## config.mk

```make
export PLATFORM = sky130hd
export DESIGN_NAME = clock_divider_prog
export DESIGN_NICKNAME = d
export VERILOG_FILES = /design/src/rtl/clkdiv_pkg.sv /design/src/rtl/clk_phase_counter.sv /design/src/rtl/clock_divider_prog.sv
export SDC_FILE = /design/constraint.sdc
export NUM_CORES = 1
export LEC_CHECK = 0
export BUFFER_PORTS_ARGS = -buffer_cell sky130_fd_sc_hd__buf_2
export CORE_UTILIZATION = 40
export DETAILED_ROUTE_END_ITERATION = 10
export PLACE_DENSITY_LB_ADDON = 0.1
export SKIP_LAST_GASP = 1
export SYNTH_ARGS = -nofsm -noshare
export SYNTH_HDL_FRONTEND = slang
export SYNTH_HIERARCHICAL = 1
export SYNTH_SLANG_ARGS = --single-unit
```

## constraint.sdc

```tcl
create_clock -name clock -period 3.1 [get_ports clock]
set_clock_uncertainty 0.1 [all_clocks]
set_input_delay 0.62 -clock clock [delete_from_list [all_inputs] [get_ports clock]]
set_output_delay 0.62 -clock clock [all_outputs]
set_load 0.05 [all_outputs]
```

## src/rtl/clkdiv_pkg.sv

```systemverilog
// clkdiv_pkg: shared state encoding, mode constants and reset divisor for the divider.
// Latency: n/a (types and constants only).
// Backpressure: n/a.
package clkdiv_pkg;

  // Divider sequencing states
  typedef enum logic [1:0] {
    ST_IDLE = 2'd0,
    ST_RUN  = 2'd1,
    ST_STEP = 2'd2,
    ST_STOP = 2'd3
  } state_t;

  // Values of the mode input
  localparam logic MODE_FREE = 1'b0;
  localparam logic MODE_STEP = 1'b1;

  // Half-period divisor after reset: 6 device cycles per phase, 12 per period
  localparam int CLKDIV_DEFAULT_DIV = 5;

endpackage

```

## src/rtl/clk_phase_counter.sv

```systemverilog
// clk_phase_counter: counts device cycles within one clk phase, flags count==div.
// Latency: tc is combinational from the registered count; clear/wrap take effect next cycle.
// Backpressure: none; enable simply holds the count.
module clk_phase_counter
  import clkdiv_pkg::*;
#(
  parameter int DIV_W = 16
) (
  input  logic             clock,
  input  logic             reset,
  input  logic             clear,
  input  logic             enable,
  input  logic [DIV_W-1:0] div,
  output logic             tc
);

  logic [DIV_W-1:0] count;

  // Terminal count marks the last device cycle of the current phase
  assign tc = (count == div);

  // Phase counter: clear wins, otherwise wrap to zero at terminal count
  always_ff @(posedge clock or posedge reset) begin
    if (reset) begin
      count <= '0;
    end else if (clear) begin
      count <= '0;
    end else if (enable) begin
      count <= tc ? '0 : count + DIV_W'(1);
    end
  end

endmodule

```

## src/rtl/clock_divider_prog.sv

```systemverilog
// clock_divider_prog: programmable half-period clock divider with free-run/step modes and runt-free stop.
// Latency: clk rises on the edge that leaves IDLE; each phase lasts div+1 device cycles; done one cycle after the last fall.
// Backpressure: none; enable/finish request a stop, which waits out a high phase when GLITCH_FREE=1.
module clock_divider_prog #(
  parameter int DIV_W       = 16,
  parameter int CNT_W       = 16,
  parameter int DEFAULT_DIV = clkdiv_pkg::CLKDIV_DEFAULT_DIV,
  parameter bit GLITCH_FREE = 1'b1
) (
  input  logic             clock,
  input  logic             reset,
  input  logic             enable,
  input  logic             finish,
  input  logic             mode,
  input  logic             start,
  input  logic [CNT_W-1:0] step_count,
  input  logic             load,
  input  logic [DIV_W-1:0] div_in,
  output logic             load_ack,
  output logic             clk,
  output logic             rise_stb,
  output logic             fall_stb,
  output logic             busy,
  output logic             done,
  output logic [CNT_W-1:0] cycle_cnt
);

  import clkdiv_pkg::*;

  state_t           state;
  logic [DIV_W-1:0] div_act;
  logic [DIV_W-1:0] div_pend;
  logic             pend_vld;
  logic [CNT_W-1:0] step_tgt;
  logic             done_arm;

  logic run_ok;
  logic active;
  logic tc;
  logic cnt_clr;
  logic fall_now;
  logic apply_pt;

  assign run_ok = enable & ~finish;
  assign active = (state == ST_RUN) || (state == ST_STEP);
  assign busy   = (state != ST_IDLE);

  // Counter is held at zero in IDLE and on any abort that drops clk immediately
  assign cnt_clr = (state == ST_IDLE) ||
                   (active && !run_ok && (!clk || !GLITCH_FREE));

  // A normal fall happens at terminal count while high, unless a hard stop pre-empts it
  assign fall_now = clk && tc &&
                    ((state == ST_STOP) || (active && (run_ok || GLITCH_FREE)));

  // Divisor may only change between phases: every IDLE cycle or on a fall edge
  assign apply_pt = (state == ST_IDLE) || fall_now;

  clk_phase_counter #(
    .DIV_W (DIV_W)
  ) u_phase_cnt (
    .clock  (clock),
    .reset  (reset),
    .clear  (cnt_clr),
    .enable (1'b1),
    .div    (div_act),
    .tc     (tc)
  );

  // Divisor shadow: a load at an apply point goes straight in, otherwise it waits in pending
  always_ff @(posedge clock or posedge reset) begin
    if (reset) begin
      div_act  <= DIV_W'(DEFAULT_DIV);
      div_pend <= '0;
      pend_vld <= 1'b0;
      load_ack <= 1'b0;
    end else begin
      load_ack <= 1'b0;
      if (apply_pt) begin
        if (load) begin
          div_act  <= div_in;
          pend_vld <= 1'b0;
          load_ack <= 1'b1;
        end else if (pend_vld) begin
          div_act  <= div_pend;
          pend_vld <= 1'b0;
          load_ack <= 1'b1;
        end
      end else if (load) begin
        div_pend <= div_in;
        pend_vld <= 1'b1;
      end
    end
  end

  // Sequencer: state, output clock, edge strobes, rise counter and burst completion
  always_ff @(posedge clock or posedge reset) begin
    if (reset) begin
      state     <= ST_IDLE;
      clk       <= 1'b0;
      rise_stb  <= 1'b0;
      fall_stb  <= 1'b0;
      done      <= 1'b0;
      done_arm  <= 1'b0;
      step_tgt  <= '0;
      cycle_cnt <= '0;
    end else begin
      rise_stb <= 1'b0;
      fall_stb <= 1'b0;
      done     <= done_arm;
      done_arm <= 1'b0;
      case (state)
        ST_IDLE: begin
          clk <= 1'b0;
          if (run_ok && (mode == MODE_FREE)) begin
            state     <= ST_RUN;
            clk       <= 1'b1;
            rise_stb  <= 1'b1;
            cycle_cnt <= CNT_W'(1);
          end else if (run_ok && (mode == MODE_STEP) && start) begin
            if (step_count != '0) begin
              state     <= ST_STEP;
              step_tgt  <= step_count;
              clk       <= 1'b1;
              rise_stb  <= 1'b1;
              cycle_cnt <= CNT_W'(1);
            end else begin
              // Empty burst: report completion without producing any edge
              done <= 1'b1;
            end
          end
        end
        ST_RUN, ST_STEP: begin
          if (!run_ok) begin
            if (!clk) begin
              state <= ST_IDLE;
            end else if (GLITCH_FREE) begin
              if (tc) begin
                clk      <= 1'b0;
                fall_stb <= 1'b1;
                state    <= ST_IDLE;
              end else begin
                state <= ST_STOP;
              end
            end else begin
              // Hard stop truncates the high phase and is not a real fall
              clk   <= 1'b0;
              state <= ST_IDLE;
            end
          end else if (tc) begin
            clk <= ~clk;
            if (clk) begin
              fall_stb <= 1'b1;
              // cycle_cnt equals the number of periods begun; this fall closes the last one
              if ((state == ST_STEP) && (cycle_cnt == step_tgt)) begin
                state    <= ST_IDLE;
                done_arm <= 1'b1;
              end
            end else begin
              rise_stb  <= 1'b1;
              cycle_cnt <= cycle_cnt + CNT_W'(1);
            end
          end
        end
        ST_STOP: begin
          if (tc) begin
            clk      <= 1'b0;
            fall_stb <= 1'b1;
            state    <= ST_IDLE;
          end
        end
        default: begin
          state <= ST_IDLE;
          clk   <= 1'b0;
        end
      endcase
    end
  end

endmodule
```

==> summary.md <==
Number of buffer cells added on primary ports: 60. STA classifies the critical path endpoint as a flop. After routing, the total negative slack on setup checks comes to 0 ns. The portion of synthesized area spent on multiplexers is 10.7%. The total number of nets in the final design is 554. The number of antenna diodes in the final layout is 0.

Period utilization: 89.7%. The count of endpoints failing hold in the final timing report was 0. For the pin with the worst max-slew slack, the measured transition is 0.802 ns.

In the final layout, the share of cells above drive strength 1 is 26.8%. Detailed placement finished with a half-perimeter wire length of 8220 microns. Measured against its own limit, the worst slew margin works out to 46.6%.

Summing the areas of all compound-gate instances in the mapped netlist gives 13.8% of the synthesized area. For the worst-skew pair, the clock arrives at the later sink with an insertion delay of 0.35 ns. VDD sags by at most 0.513 mV.

Timing analysis after detailed placement gives a worst setup slack of 0.309 ns. The H-tree was split into 3 levels. Clock-pin slew was measured on the worst setup and hold paths at 0.07 ns. The post-layout minimum cycle time works out to 2.78 ns. In this run the deepest clock path goes through 2 buffers.

By area, the combinational part of the netlist is dominated by simple AND/OR/NAND/NOR gates. The wire length per cell after detailed routing is 17.8 microns. Initial antenna violation count: 0.

Timing would allow up to 360 MHz. For this design the top-level I/O count stands at 61. The synthesized netlist devotes 7.92% of its cell area to XOR and XNOR gates. The critical path in this run is classified as flop to flop. A synthesized cell averages 10.8 sq um.

The tools report the site row count as 39. Sorting the synthesized cells by area gives the leading types as sky130_fd_sc_hd__dfrtp_1, sky130_fd_sc_hd__mux2_2, sky130_fd_sc_hd__xnor2_1. Using the TritonRoute via totals, the vias-per-cell ratio works out to 5.50.

After global routing the overflow that remains totals 0. Detailed routing inserted a total of 3615 vias. The checks that failed: design-rule violations. The pre-antenna-repair detailed-routing pass consisted of 8 iterations. The number of nets with antenna violations after routing was 0. The most frequently used cell type in the post-synthesis netlist was sky130_fd_sc_hd__dfrtp_1. The tightest min-delay check is of the input port to async pin type.

Summing every instance area after synthesis gives 0.00486 sq mm. Area growth from synthesis to layout: 14.6%. The floorplan step defined a die boundary enclosing 0.0126 sq mm. In this run, CTS created clock tree buffers numbering 9. The commonest register cell after synthesis was sky130_fd_sc_hd__dfrtp_1. At the end of routability-driven placement, the weighted congestion stood at 0.809. The run gives 0 as the final setup violation count. The analysis attributes to cell leakage a power of 2.32 nW.

For the worst setup path, the data required time is 3.26 ns. The path depth of the worst reg2reg path was 8; the number of clock sinks was 89. The final layout contains routed wiring with a total length of 11700 microns.

The logs give 0.0116 sq mm for the core box area and 2.94 ns for the critical path arrival. The first global-routing pass estimated 19400 microns of wire. TritonCTS built the clock tree. The worst setup path is launched from a flop. Setup slack on the worst reg-to-reg path comes out at 0.32 ns. In this run the horizontal extent of the chip is 112 microns. For the via count of the first global-routing pass, the log shows 3579. The share of synthesized area in the top cell type comes to 44.8%. Summing all flip-flop and latch instances after layout gives 0.00223 sq mm. The first routing iteration left 187 violations. Number of maximum-capacitance violations: 0.

The number of hold buffers added after cts was 0. Once the floorplan was initialized, standard cells occupied 41.9% of the core. The proportion of synthesized flip-flops having asynchronous set or reset is 100%, and the final worst-path setup slack is 0.319 ns.

Launch point of the worst reg-to-reg path: u_phase_cnt/count[5]$_DFFE_PP0P_. Counting distinct cell types in the post-synthesis netlist gives 65. After detailed routing, the number of remaining DRC violations is 3. The count of state elements after synthesis was 89; the number of instances in the synthesized netlist was 449. The proportion of synthesized chip area in sequential cells is 45.8%. Entering global routing, the biggest net connects 34 pins. Fill cells in the final layout number 1122. Setup repair after global routing left no endpoint under its margin. Summing all multi-input logic gate instances after layout gives 0.00246 sq mm.

The floorplan step set the die height to 112 microns. Total power per unit cell area: 996 mW/mm^2. The flow ran to the end, but the final reports show violations. In this run the critical register-to-register path is captured at cycle_cnt[7]$_DFFE_PP0P_. During synthesis, Yosys emitted a total of 6 warnings.

Counting instances in the post-synthesis netlist gives the leading cell types as sky130_fd_sc_hd__dfrtp_1, sky130_fd_sc_hd__nor2_1, sky130_fd_sc_hd__xnor2_1, sky130_fd_sc_hd__mux2_2, sky130_fd_sc_hd__nand2_1. The run gives 0 as the count of pins over their slew limit. The synthesized netlist devotes 16.3% of its cell area to simple gates. The largest fanout of any net on the critical path came out at 19.

Of the total synthesized cell area, the portion taken by full adders, half adders and majority gates is 1.54%. The tree is rooted in a sky130_fd_sc_hd__clkbuf_16. The logs give 0 for the buffer count from post-CTS setup fixing and 0 for the number of cells upsized or downsized after cts. Global routing consumed, over all layers together, 20.0% of the routing resources.

sky130_fd_sc_hd__dfrtp_1 takes more of the synthesized area than any other cell. The number of enable-type register cells in the synthesized netlist came out at 0.
[cell usage in the layout (no fill, tap or decap), types with 2 or more instances in the layout]
cell type / n
sky130_fd_sc_hd__ha_1: 6
sky130_fd_sc_hd__a21oi_2: 2
sky130_fd_sc_hd__o221ai_1: 7
sky130_fd_sc_hd__clkbuf_16: 9
sky130_fd_sc_hd__nand2_1: 23
sky130_fd_sc_hd__nand4_1: 12
sky130_fd_sc_hd__nor4_2: 4
sky130_fd_sc_hd__mux2i_1: 16
sky130_fd_sc_hd__buf_2: 60
sky130_fd_sc_hd__xor2_1: 15
sky130_fd_sc_hd__nor4_4: 3
sky130_fd_sc_hd__a21oi_1: 22
sky130_fd_sc_hd__clkinvlp_4: 2
sky130_fd_sc_hd__nand3b_1: 6
sky130_fd_sc_hd__inv_2: 3
sky130_fd_sc_hd__nor2_1: 31
sky130_fd_sc_hd__a31oi_1: 2
sky130_fd_sc_hd__nand3_1: 10
sky130_fd_sc_hd__dfrtp_1: 87
sky130_fd_sc_hd__conb_1: 4
sky130_fd_sc_hd__dfstp_2: 2
sky130_fd_sc_hd__inv_6: 2
sky130_fd_sc_hd__and3_1: 6
sky130_fd_sc_hd__o21ai_0: 13
sky130_fd_sc_hd__mux2_2: 24
sky130_fd_sc_hd__buf_4: 9
sky130_fd_sc_hd__xnor2_1: 29
sky130_fd_sc_hd__nand3_2: 2
sky130_fd_sc_hd__mux2_1: 8
sky130_fd_sc_hd__nor3_1: 9
sky130_fd_sc_hd__nor4_1: 8
sky130_fd_sc_hd__o21ai_1: 5
sky130_fd_sc_hd__inv_1: 11
sky130_fd_sc_hd__a211oi_1: 12
sky130_fd_sc_hd__nand2b_1: 5
sky130_fd_sc_hd__o31ai_1: 6
sky130_fd_sc_hd__o21a_1: 4
sky130_fd_sc_hd__or3_1: 3
[how the worst max path moves through the flow]
stage                                startpoint                        to  cells after the start
4_1_cts        u_phase_cnt/count[5]$_DFFE_PP0P_  cycle_cnt[9]$_DFFE_PP0P_                      8
6_report       u_phase_cnt/count[5]$_DFFE_PP0P_  cycle_cnt[7]$_DFFE_PP0P_                      8
3_5_place_dp   u_phase_cnt/count[5]$_DFFE_PP0P_  cycle_cnt[9]$_DFFE_PP0P_                      8
5_1_grt        u_phase_cnt/count[5]$_DFFE_PP0P_  cycle_cnt[9]$_DFFE_PP0P_                      8
2_1_floorplan            div_act[0]$_DFFE_PP1P_  cycle_cnt[7]$_DFFE_PP0P_                     10
3_3_place_gp   u_phase_cnt/count[5]$_DFFE_PP0P_  cycle_cnt[9]$_DFFE_PP0P_                      8
[report_power, final]
part	leakage [nW]	switching [W]	internal (W)
Sequential	1.08	0.000450	0.00162
Clock	0.133	0.000485	0.000570
Combinational	1.11	0.00153	0.000900
[area by class of cell]
| cell class | count | area share [%] |
|---|---|---|
| Sequential cell | 89 | 40.0 |
| Tap cell | 143 | 3.21 |
| Clock inverter | 5 | 0.674 |
| Clock buffer | 11 | 4.36 |
| Multi-Input combinational cell | 326 | 44.2 |
| Timing Repair Buffer | 69 | 6.60 |
| Inverter | 14 | 0.943 |
[through the flow]
stage / instance area [sq um] / std cells / hold WS (ns) / util, % / power (W)
5_1_grt: 5570 / 657 / 0.231 / 48.0 / 0.00595
3_5_place_dp: 5290 / 641 / 0.374 / 45.6 / 0.00452
6_report: 5570 / 657 / 0.194 / 48.0 / 0.00555
3_3_place_gp: 5290 / 641 / 0.359 / 45.6 / 0.00447
4_1_cts: 5570 / 657 / 0.213 / 48.0 / 0.00560
2_1_floorplan: 4870 / 452 / 0.317 / - / 0.00391
[kinds of logic (layout without fill, tap and decap cells)]
group | after synthesis | in the layout
AO/OA/AOI/OAI | 91 | 91
adder cells (fa/ha/maj) | 6 | 6
flip-flops | 89 | 89
buffers and inverters | 37 | 99
multiplexers | 48 | 48
XOR/XNOR | 44 | 44
AND/OR/NAND/NOR | 133 | 133
other | 1 | 4
[critical path, stage by stage, from the launching register on]
cell                       delay (ns)
sky130_fd_sc_hd__dfrtp_1         0.45
sky130_fd_sc_hd__xnor2_1         0.22
sky130_fd_sc_hd__nand4_1         0.16
sky130_fd_sc_hd__nor4_4          0.35
sky130_fd_sc_hd__inv_2           0.13
sky130_fd_sc_hd__nor4_4          0.28
sky130_fd_sc_hd__a21oi_2         0.18
sky130_fd_sc_hd__or2_1           0.48
sky130_fd_sc_hd__o311ai_4        0.33
[layer usage]
metal  part of all wire (%)  wire (microns)  vias to the layer above  track usage [%]
li1                       -               -                     1753                -
met1                     52            6080                     1760             30.3
met2                     42            4960                       95             28.0
met3                    4.8             562                        7             5.35
met4                   0.89             104                        0             5.07
met5                      0               0                        -                0
[flip-flops by register name, summed over array words and instances (netlist names)]
| signal | count |
|---|---|
| done_arm | 1 |
| fall_stb | 1 |
| rise_stb | 1 |
| u_phase_cnt/count | 16 |
| state | 2 |
| step_tgt | 16 |
| clk | 1 |
| cycle_cnt | 16 |
| load_ack | 1 |
| div_pend | 16 |
| done | 1 |
| pend_vld | 1 |
| div_act | 16 |
Note: power is estimated with default switching activity, not from simulation.
